File: src/rtl/counter_step_decoder_if.sv
// Sample/result bundle between an observed counter tap and its step decoder.
// master drives samples and reads results; slave is the decoder side.
interface counter_step_decoder_if #(
  parameter int CNT_WIDTH = 3,
  parameter int EVT_WIDTH = 8
);
  logic                 clear;
  logic                 valid_in;
  logic [CNT_WIDTH-1:0] count_in;
  logic                 step_valid;
  logic                 step_hold;
  logic                 step_up;
  logic                 step_down;
  logic                 step_load;
  logic                 wrap_det;
  logic [CNT_WIDTH-1:0] load_value;
  logic                 stall;
  logic [EVT_WIDTH-1:0] up_events;
  logic [EVT_WIDTH-1:0] down_events;
  logic [EVT_WIDTH-1:0] load_events;

  modport master (
    output clear, valid_in, count_in,
    input  step_valid, step_hold, step_up, step_down, step_load, wrap_det,
    input  load_value, stall, up_events, down_events, load_events
  );

  modport slave (
    input  clear, valid_in, count_in,
    output step_valid, step_hold, step_up, step_down, step_load, wrap_det,
    output load_value, stall, up_events, down_events, load_events
  );
endinterface

File: src/rtl/counter_step_decoder.sv
// Recovers hold/up/down/load commands from the value stream of an up/down/load
// counter, with saturating event counters and a hold-run stall flag.
module counter_step_decoder #(
  parameter int CNT_WIDTH = 3,
  parameter int EVT_WIDTH = 8,
  parameter int MAX_HOLD  = 4
) (
  input  logic                   clk,
  input  logic                   reset,
  counter_step_decoder_if.slave  bus
);

  typedef enum logic {IDLE, TRACK} state_t;

  localparam logic [CNT_WIDTH-1:0] CNT_ONE  = CNT_WIDTH'(1);
  localparam logic [CNT_WIDTH-1:0] CNT_MAX  = '1;
  localparam logic [EVT_WIDTH-1:0] HOLD_SAT = EVT_WIDTH'(MAX_HOLD);
  localparam logic [EVT_WIDTH-1:0] EVT_MAX  = '1;

  state_t               state_q, state_d;
  logic [CNT_WIDTH-1:0] prev_q, prev_d;
  logic [CNT_WIDTH-1:0] delta;
  logic [EVT_WIDTH-1:0] hold_run_q, hold_run_d;
  logic                 step_valid_q, step_valid_d;
  logic                 step_hold_q, step_hold_d;
  logic                 step_up_q, step_up_d;
  logic                 step_down_q, step_down_d;
  logic                 step_load_q, step_load_d;
  logic                 wrap_q, wrap_d;
  logic [CNT_WIDTH-1:0] load_value_q, load_value_d;
  logic                 stall_q, stall_d;
  logic [2:0]           evt_inc;
  logic [3*EVT_WIDTH-1:0] evt_flat;

  assign delta = bus.count_in - prev_q;

  always_ff @(posedge clk or posedge reset) begin
    if (reset) begin
      state_q <= IDLE;
    end else begin
      state_q <= state_d;
    end
  end

  always_comb begin
    state_d      = state_q;
    prev_d       = prev_q;
    hold_run_d   = hold_run_q;
    step_valid_d = 1'b0;
    step_hold_d  = 1'b0;
    step_up_d    = 1'b0;
    step_down_d  = 1'b0;
    step_load_d  = 1'b0;
    wrap_d       = 1'b0;
    load_value_d = load_value_q;
    stall_d      = stall_q;
    evt_inc      = 3'b000;

    if (bus.clear) begin
      // Clear drops tracking so the next sample only re-seeds the reference.
      state_d      = IDLE;
      prev_d       = '0;
      hold_run_d   = '0;
      stall_d      = 1'b0;
      load_value_d = '0;
    end else if (bus.valid_in) begin
      prev_d = bus.count_in;
      case (state_q)
        IDLE: begin
          state_d = TRACK;
        end
        TRACK: begin
          step_valid_d = 1'b1;
          if (delta == '0) begin
            step_hold_d = 1'b1;
            hold_run_d  = (hold_run_q >= HOLD_SAT) ? HOLD_SAT : hold_run_q + 1'b1;
          end else begin
            hold_run_d = '0;
            // A max->0 transition is a legal up step, so it is never a load.
            if (delta == CNT_ONE) begin
              step_up_d  = 1'b1;
              wrap_d     = (bus.count_in == '0);
              evt_inc[0] = 1'b1;
            end else if (delta == CNT_MAX) begin
              step_down_d = 1'b1;
              wrap_d      = (bus.count_in == CNT_MAX);
              evt_inc[1]  = 1'b1;
            end else begin
              step_load_d  = 1'b1;
              load_value_d = bus.count_in;
              evt_inc[2]   = 1'b1;
            end
          end
          stall_d = (hold_run_d >= HOLD_SAT);
        end
        default: state_d = IDLE;
      endcase
    end
  end

  always_ff @(posedge clk or posedge reset) begin
    if (reset) begin
      prev_q       <= '0;
      hold_run_q   <= '0;
      step_valid_q <= 1'b0;
      step_hold_q  <= 1'b0;
      step_up_q    <= 1'b0;
      step_down_q  <= 1'b0;
      step_load_q  <= 1'b0;
      wrap_q       <= 1'b0;
      load_value_q <= '0;
      stall_q      <= 1'b0;
    end else begin
      prev_q       <= prev_d;
      hold_run_q   <= hold_run_d;
      step_valid_q <= step_valid_d;
      step_hold_q  <= step_hold_d;
      step_up_q    <= step_up_d;
      step_down_q  <= step_down_d;
      step_load_q  <= step_load_d;
      wrap_q       <= wrap_d;
      load_value_q <= load_value_d;
      stall_q      <= stall_d;
    end
  end

  // Slots 0/1/2 count up/down/load steps; each sticks at all ones.
  for (genvar gi = 0; gi < 3; gi++) begin : g_evt
    logic [EVT_WIDTH-1:0] cnt_q, cnt_d;

    always_comb begin
      cnt_d = cnt_q;
      if (bus.clear) begin
        cnt_d = '0;
      end else if (evt_inc[gi] && (cnt_q != EVT_MAX)) begin
        cnt_d = cnt_q + 1'b1;
      end
    end

    always_ff @(posedge clk or posedge reset) begin
      if (reset) begin
        cnt_q <= '0;
      end else begin
        cnt_q <= cnt_d;
      end
    end

    assign evt_flat[gi*EVT_WIDTH +: EVT_WIDTH] = cnt_q;
  end

  assign bus.step_valid  = step_valid_q;
  assign bus.step_hold   = step_hold_q;
  assign bus.step_up     = step_up_q;
  assign bus.step_down   = step_down_q;
  assign bus.step_load   = step_load_q;
  assign bus.wrap_det    = wrap_q;
  assign bus.load_value  = load_value_q;
  assign bus.stall       = stall_q;
  assign bus.up_events   = evt_flat[0*EVT_WIDTH +: EVT_WIDTH];
  assign bus.down_events = evt_flat[1*EVT_WIDTH +: EVT_WIDTH];
  assign bus.load_events = evt_flat[2*EVT_WIDTH +: EVT_WIDTH];

endmodule
File: src/flat_wrapper.sv
// flat-port wrapper written by rule: the top's interface ports become plain ports
module counter_step_decoder_flat 
#(
  parameter int CNT_WIDTH = 3,
  parameter int EVT_WIDTH = 8,
  parameter int MAX_HOLD  = 4
)
  (clk, reset, bus_clear, bus_valid_in, bus_count_in, bus_step_valid, bus_step_hold, bus_step_up, bus_step_down, bus_step_load, bus_wrap_det, bus_load_value, bus_stall, bus_up_events, bus_down_events, bus_load_events);
  counter_step_decoder_if #(.CNT_WIDTH(CNT_WIDTH), .EVT_WIDTH(EVT_WIDTH)) bus_i ();
  input  logic clk;
  input  logic reset;
  input wire logic [$bits(bus_i.clear)-1:0] bus_clear;
  input wire logic [$bits(bus_i.valid_in)-1:0] bus_valid_in;
  input wire logic [$bits(bus_i.count_in)-1:0] bus_count_in;
  output wire logic [$bits(bus_i.step_valid)-1:0] bus_step_valid;
  output wire logic [$bits(bus_i.step_hold)-1:0] bus_step_hold;
  output wire logic [$bits(bus_i.step_up)-1:0] bus_step_up;
  output wire logic [$bits(bus_i.step_down)-1:0] bus_step_down;
  output wire logic [$bits(bus_i.step_load)-1:0] bus_step_load;
  output wire logic [$bits(bus_i.wrap_det)-1:0] bus_wrap_det;
  output wire logic [$bits(bus_i.load_value)-1:0] bus_load_value;
  output wire logic [$bits(bus_i.stall)-1:0] bus_stall;
  output wire logic [$bits(bus_i.up_events)-1:0] bus_up_events;
  output wire logic [$bits(bus_i.down_events)-1:0] bus_down_events;
  output wire logic [$bits(bus_i.load_events)-1:0] bus_load_events;
  assign bus_i.clear = bus_clear;
  assign bus_i.valid_in = bus_valid_in;
  assign bus_i.count_in = bus_count_in;
  assign bus_step_valid = bus_i.step_valid;
  assign bus_step_hold = bus_i.step_hold;
  assign bus_step_up = bus_i.step_up;
  assign bus_step_down = bus_i.step_down;
  assign bus_step_load = bus_i.step_load;
  assign bus_wrap_det = bus_i.wrap_det;
  assign bus_load_value = bus_i.load_value;
  assign bus_stall = bus_i.stall;
  assign bus_up_events = bus_i.up_events;
  assign bus_down_events = bus_i.down_events;
  assign bus_load_events = bus_i.load_events;
  counter_step_decoder #(.CNT_WIDTH(CNT_WIDTH), .EVT_WIDTH(EVT_WIDTH), .MAX_HOLD(MAX_HOLD)) u_core (.clk(clk), .reset(reset), .bus(bus_i));
endmodule
File: config.mk
export PLATFORM = sky130hd
export DESIGN_NAME = counter_step_decoder_flat
export DESIGN_NICKNAME = d
export VERILOG_FILES = /design/src/rtl/counter_step_decoder_if.sv /design/src/rtl/counter_step_decoder.sv /design/src/flat_wrapper.sv
export SDC_FILE = /design/constraint.sdc
export NUM_CORES = 1
export LEC_CHECK = 0
export BUFFER_PORTS_ARGS = -buffer_cell sky130_fd_sc_hd__buf_2
export CAP_MARGIN = 25
export CORE_MARGIN = 5
export CORE_UTILIZATION = 47
export CTS_BUF_LIST = sky130_fd_sc_hd__clkbuf_16
export DETAILED_ROUTE_END_ITERATION = 6
export PLACE_DENSITY = 0.7
export SLEW_MARGIN = 10
export SYNTH_ARGS = -nofsm -noshare
export SYNTH_HDL_FRONTEND = slang
export SYNTH_SLANG_ARGS = --single-unit
File: constraint.sdc
create_clock -name clk -period 3.3 [get_ports clk]
set_input_delay 0.165 -clock clk [delete_from_list [all_inputs] [get_ports clk]]
set_output_delay 0.165 -clock clk [all_outputs]
set_load 0.005 [all_outputs]
==> results of run 1 <==
## cells in the mapped netlist, types with 2 or more instances
library cell	instances	share of area, %
buf_6	2	0.98
ha_1	6	3.3
a22o_1	3	1.1
o31ai_1	8	2.6
dfrtp_1	46	50
or3_2	2	0.65
nand4_1	7	1.9
nand3_1	13	2.8
or3_1	2	0.54
and3_1	4	1.1
a21o_1	2	0.65
nor2_1	11	1.8
mux2i_1	9	3.9
nor3_1	5	1.1
and2_1	6	1.6
nand2_1	13	2.1
o21ai_0	7	1.5
inv_1	12	2.0
a21oi_1	18	3.9
or4_1	9	2.9
clkbuf_1	5	0.82
o41ai_1	3	1.1
## final cells by class
cell class,count,area [um2],area share (%)
clock buffer,5,125,4.60
clock inverter,3,25.0,0.919
inverter,12,45.0,1.65
multi-input combinational,151,1050,38.7
sequential,46,1150,42.3
tap,67,83.8,3.08
timing repair buffer,42,238,8.73
## critical path: stages (launching register included)
cell and delay [ns]:
dfrtp_1 0.38, ha_1 0.20, fa_1 0.46, xnor3_4 0.29
nand3_1 0.37, or4_1 0.63, a21oi_1 0.15
## where the power goes
group          total, mW  internal, mW  switching [mW]
registers          0.577         0.571         0.00585
logic             0.0970        0.0373          0.0597
clock network      0.501         0.284           0.216
total               1.17         0.893           0.282
## worst paths after layout
check	to	cells after the start	start	slack [ns]
max in group asynchronous	u_core.bus.down_events[0]	4	reset	2.34
max	u_core.bus.up_events[7]	6	u_core.prev_q[0]	0.74
min	u_core.bus.wrap_det	3	bus_count_in[1]	0.17
max reg2reg	u_core.bus.up_events[7]	6	u_core.prev_q[0]	0.74
min reg2reg	u_core.bus.stall	1	u_core.bus.stall	0.47
min in group asynchronous	u_core.bus.load_events[6]	3	reset	0.47
## flip-flops by register name, indices dropped and copies added (netlist names), 3 cells and up
register	flops
u_core.bus.load_value	3
u_core.bus.load_events	8
u_core.hold_run_q	8
u_core.prev_q	3
u_core.bus.up_events	8
u_core.bus.down_events	8
## metrics by stage
stage	hold WS, ns	power [mW]	std cells	util [%]
global placement	0.440	0.679	316	53.7
finish	0.169	1.17	326	57.6
global route	0.180	1.23	326	57.6
detailed placement	0.442	0.680	316	53.7
CTS	0.133	1.19	324	56.8
floorplan	0.305	0.661	218	-
## routing by layer
metal | global-route usage (%) | vias to the layer above | wire, um | share of wire [%]
met3 | 3.95 | 6 | 258 | 5.4
met2 | 24.9 | 40 | 2260 | 47
met1 | 22.3 | 881 | 2200 | 46
met4 | 6.08 | 0 | 52 | 1.1
li1 | - | 893 | - | -
met5 | 0 | - | 0 | 0
## logic make-up after synthesis
group / synth area share (%)
XOR/XNOR: 2.99
AND/OR/NAND/NOR: 20.2
flip-flops: 50.0
AO/OA/AOI/OAI: 14.0
buffers and inverters: 4.13
multiplexers: 4.57
adder cells (fa/ha/maj): 4.13
==> metrics.yaml, run 1 <==
status: "finished clean"
leakagePower_nw: 1.37
startpoint_type: "flop"
finalWorstSetupSlack_ns: 0.742
design_area_um2: 2720
hold_path.class: "input pin to flop"
via_per_inst: 5.58
place_area_um2: 2530
p_per_area_nw_per_um2: 431
syn-num-nets: 232
gp_congestion: 0.780
pre_cts_ws_ns: 0.745
numCtsBuffers: 5
period_needed_ns: 2.56
synth_area_per_cell_um2: 10.6
fin_worst_skew_ns: 0.00371
nets: 272
syn_area_um2: 2300
yosysUniqueCellTypes: 47
fillCellCount: 432
synth-seq-cells: 46
fp-row-count: 25
cts-resized-gates: 0
slew_headroom_pct: 28.9
final.setup.tns_ns: 0
grt.total_usage_pct: 16.3
diodes: 0
drc_errors: 0
max_freq_ghz: 0.391
die_w_um: 80.0
synth_cells: 218
synth_edf_count: 0
dieArea_um2: 6400
initial_core_util_pct: 48.7
ys.flop_type: "dfrtp_1"
cts.sink_count: 46
first_pass_iters: 4
first_global_vias: 1787
rsz0062_at_grt: "false"
final_common_cell: "dfrtp_1"
io_buffers: 40
crit_type: "flop to flop"
htreeDepth: 2
layout_common_cells: "dfrtp_1, buf_2, a21oi_1, nand3_1, nand2_1"
async_flop_share_pct: 100
insertion_delay_ns: 0.29
drv_cap: 0
grt_max_degree: 47
grt_pass1_wl_um: 8270
hpwlAfterDp_um: 3300
die_h_um: 80.0
clock-root-buffer: "clkbuf_16"
antenna_found_initial: 0
cts_buffer_depth: 2
gr-total-overflow: 0
clkTransAtPathRegs_ns: 0.06
drt-initial-drc-count: 38
post-cts-setup-buffers: 0
maxSlewViolCount: 0
cts_tree: "done"
holdBufCountCts: 0
worstPathMaxFanout: 16
endpoint_kind: "flop"
area_growth_pct: 18.3
floorplan.core_area_um2: 4720
worstMarginPinSlew_ns: 1.06
setup_viol: 0
worst_ep_required_time_ns: 3.51
wl_per_cell_um: 14.6
yosysSeqAreaShare_pct: 50.0
hold_viol_final: 0
max-vdd-ir-drop_mv: 0.247
vias: 1820
wl_um: 4770
drive_gt1_share_pct: 22.8
ioPinCount: 41
period_share_pct: 77.5
cp.arrival_ns: 2.77
yosysWarnings: 0
postRouteAntennaNets: 0
No activity file was read; power rests on OpenSTA's default activity.
==> run 2, diff against run 1 <==
==> constraint.sdc (replaced) <==
create_clock -name clk -period 2.6 [get_ports clk]
set_input_delay 0.13 -clock clk [delete_from_list [all_inputs] [get_ports clk]]
set_output_delay 0.13 -clock clk [all_outputs]
set_load 0.005 [all_outputs]
==> metrics.yaml, run 2 (synthesis results as in run 1) <==
post-cts-setup-buffers: 0
hold_ws_ns: 0.136
endpoint_kind: "flop"
crit_type: "flop to flop"
via_per_inst: 5.63
final.setup.tns_ns: 0
worstPathMaxFanout: 11
design_area_um2: 2730
cts.sink_count: 46
drt-initial-drc-count: 94
layout_common_cells: "dfrtp_1, buf_2, a21oi_1, nand2_1"
insertion_delay_ns: 0.29
final_common_cell: "dfrtp_1"
cp.arrival_ns: 2.66
initial_core_util_pct: 48.7
placed_cells: 318
drive_gt1_share_pct: 23.4
gp_congestion: 0.802
numCtsBuffers: 5
finalWorstSetupSlack_ns: 0.149
io_buffers: 40
cts_buffer_depth: 2
p_switching_mw: 0.347
fin_util_pct: 57.7
cts_tree: "done"
drv_cap: 0
layout.cells.non_filler: 328
switching_share_pct: 23.6
nets: 274
area_growth_pct: 18.5
clkTransAtPathRegs_ns: 0.06
maxSlewViolCount: 0
grt_max_degree: 47
setup_viol: 0
hold_path.class: "input pin to flop"
startpoint_type: "flop"
worstMarginPinSlew_ns: 0.593
regArea_um2: 1150
period_needed_ns: 2.45
pwr-share-comb_pct: 8.3
period_share_pct: 94.3
htreeDepth: 2
pre_cts_ws_ns: 0.115
antenna_found_initial: 0
status: "finished clean"
floorplan.core_area_um2: 4720
diodes: 0
postRouteAntennaNets: 0
first_pass_iters: 4
seq_power_share_pct: 49.8
multi_input_area_um2: 1060
leakagePower_nw: 1.38
die_h_um: 80.0
fp-row-count: 25
rsz0062_at_grt: "false"
grt.total_usage_pct: 16.1
fin_worst_skew_ns: 0.00730
hold_viol_final: 0
p_per_area_nw_per_um2: 539
drc_errors: 0
fillCellCount: 433
ioPinCount: 41
worst_ep_required_time_ns: 2.80
first_global_vias: 1729
die_w_um: 80.0
wl_um: 4800
hpwlAfterDp_um: 3230
max_freq_ghz: 0.408
place_area_um2: 2550
internal_power_mw: 1.12
p_clk_share_pct: 41.9
total_power_mw: 1.47
clock-root-buffer: "clkbuf_16"
max-vdd-ir-drop_mv: 0.281
dieArea_um2: 6400
grt_pass1_wl_um: 8070
slew_headroom_pct: 60.0
wl_per_cell_um: 14.6
gr-total-overflow: 0
vias: 1846
-- run 2: changes by cell type in the layout (fill, tap and decap cells not counted) --
| cell | before | now |
|---|---|---|
| clkinv_2 | 0 | 1 |
| inv_6 | 1 | 0 |
| inv_1 | 11 | 12 |
| clkinvlp_4 | 1 | 0 |
| nand3_1 | 13 | 12 |
| buf_12 | 0 | 1 |
| buf_4 | 0 | 2 |
| buf_16 | 1 | 0 |
| nand3_2 | 0 | 1 |
-- run 2: critical path, cell delays in order, from the launching register on --
cell	delay (ns)
dfrtp_1	0.38
ha_1	0.20
fa_1	0.46
xor3_2	0.30
mux2_4	0.38
or4_1	0.51
a21oi_1	0.15
-- run 2: final cells by class --
type | count | area share, %
flip-flops and latches | 46 | 42.2
multi-input cells | 151 | 38.9
repair buffers | 44 | 8.99
clock buffers | 5 | 4.59
well taps | 67 | 3.07
inverters | 12 | 1.65
clock inverters | 3 | 0.642
-- run 2: layer usage --
metal,wire (um),GRT usage [%]
met1,2220,21.3
met2,2260,25.8
met3,245,3.50
met4,76,6.08
met5,0,0
-- run 2: what timing repair did --
| action | in CTS | in global routing |
|---|---|---|
| setup endpoints to repair | 0 | 5 |
| gates resized for setup | 0 | 1 |
| hold buffers | 0 | 1 |
| hold endpoints to repair | 0 | 17 |
-- run 2: final timing paths --
check	to	start	cells after the start	slack, ns
min in group asynchronous	u_core.bus.load_events[1]	reset	3	0.37
setup / recovery	u_core.bus.load_events[6]	u_core.prev_q[0]	6	0.15
max in group asynchronous	u_core.hold_run_q[0]	reset	4	1.75
setup reg to reg	u_core.bus.load_events[6]	u_core.prev_q[0]	6	0.15
hold / removal	u_core.bus.load_value[0]	bus_count_in[0]	2	0.14
hold reg to reg	u_core.bus.stall	u_core.bus.stall	1	0.47
-- run 2: power by group through the flow --
stage               clock [mW]  sequential [mW]  combinational (mW)
floorplan                    0            0.745              0.0938
global placement             0            0.745               0.117
detailed placement           0            0.745               0.118
CTS                      0.632            0.732               0.118
global route             0.666            0.733               0.137
finish                   0.616            0.732               0.122
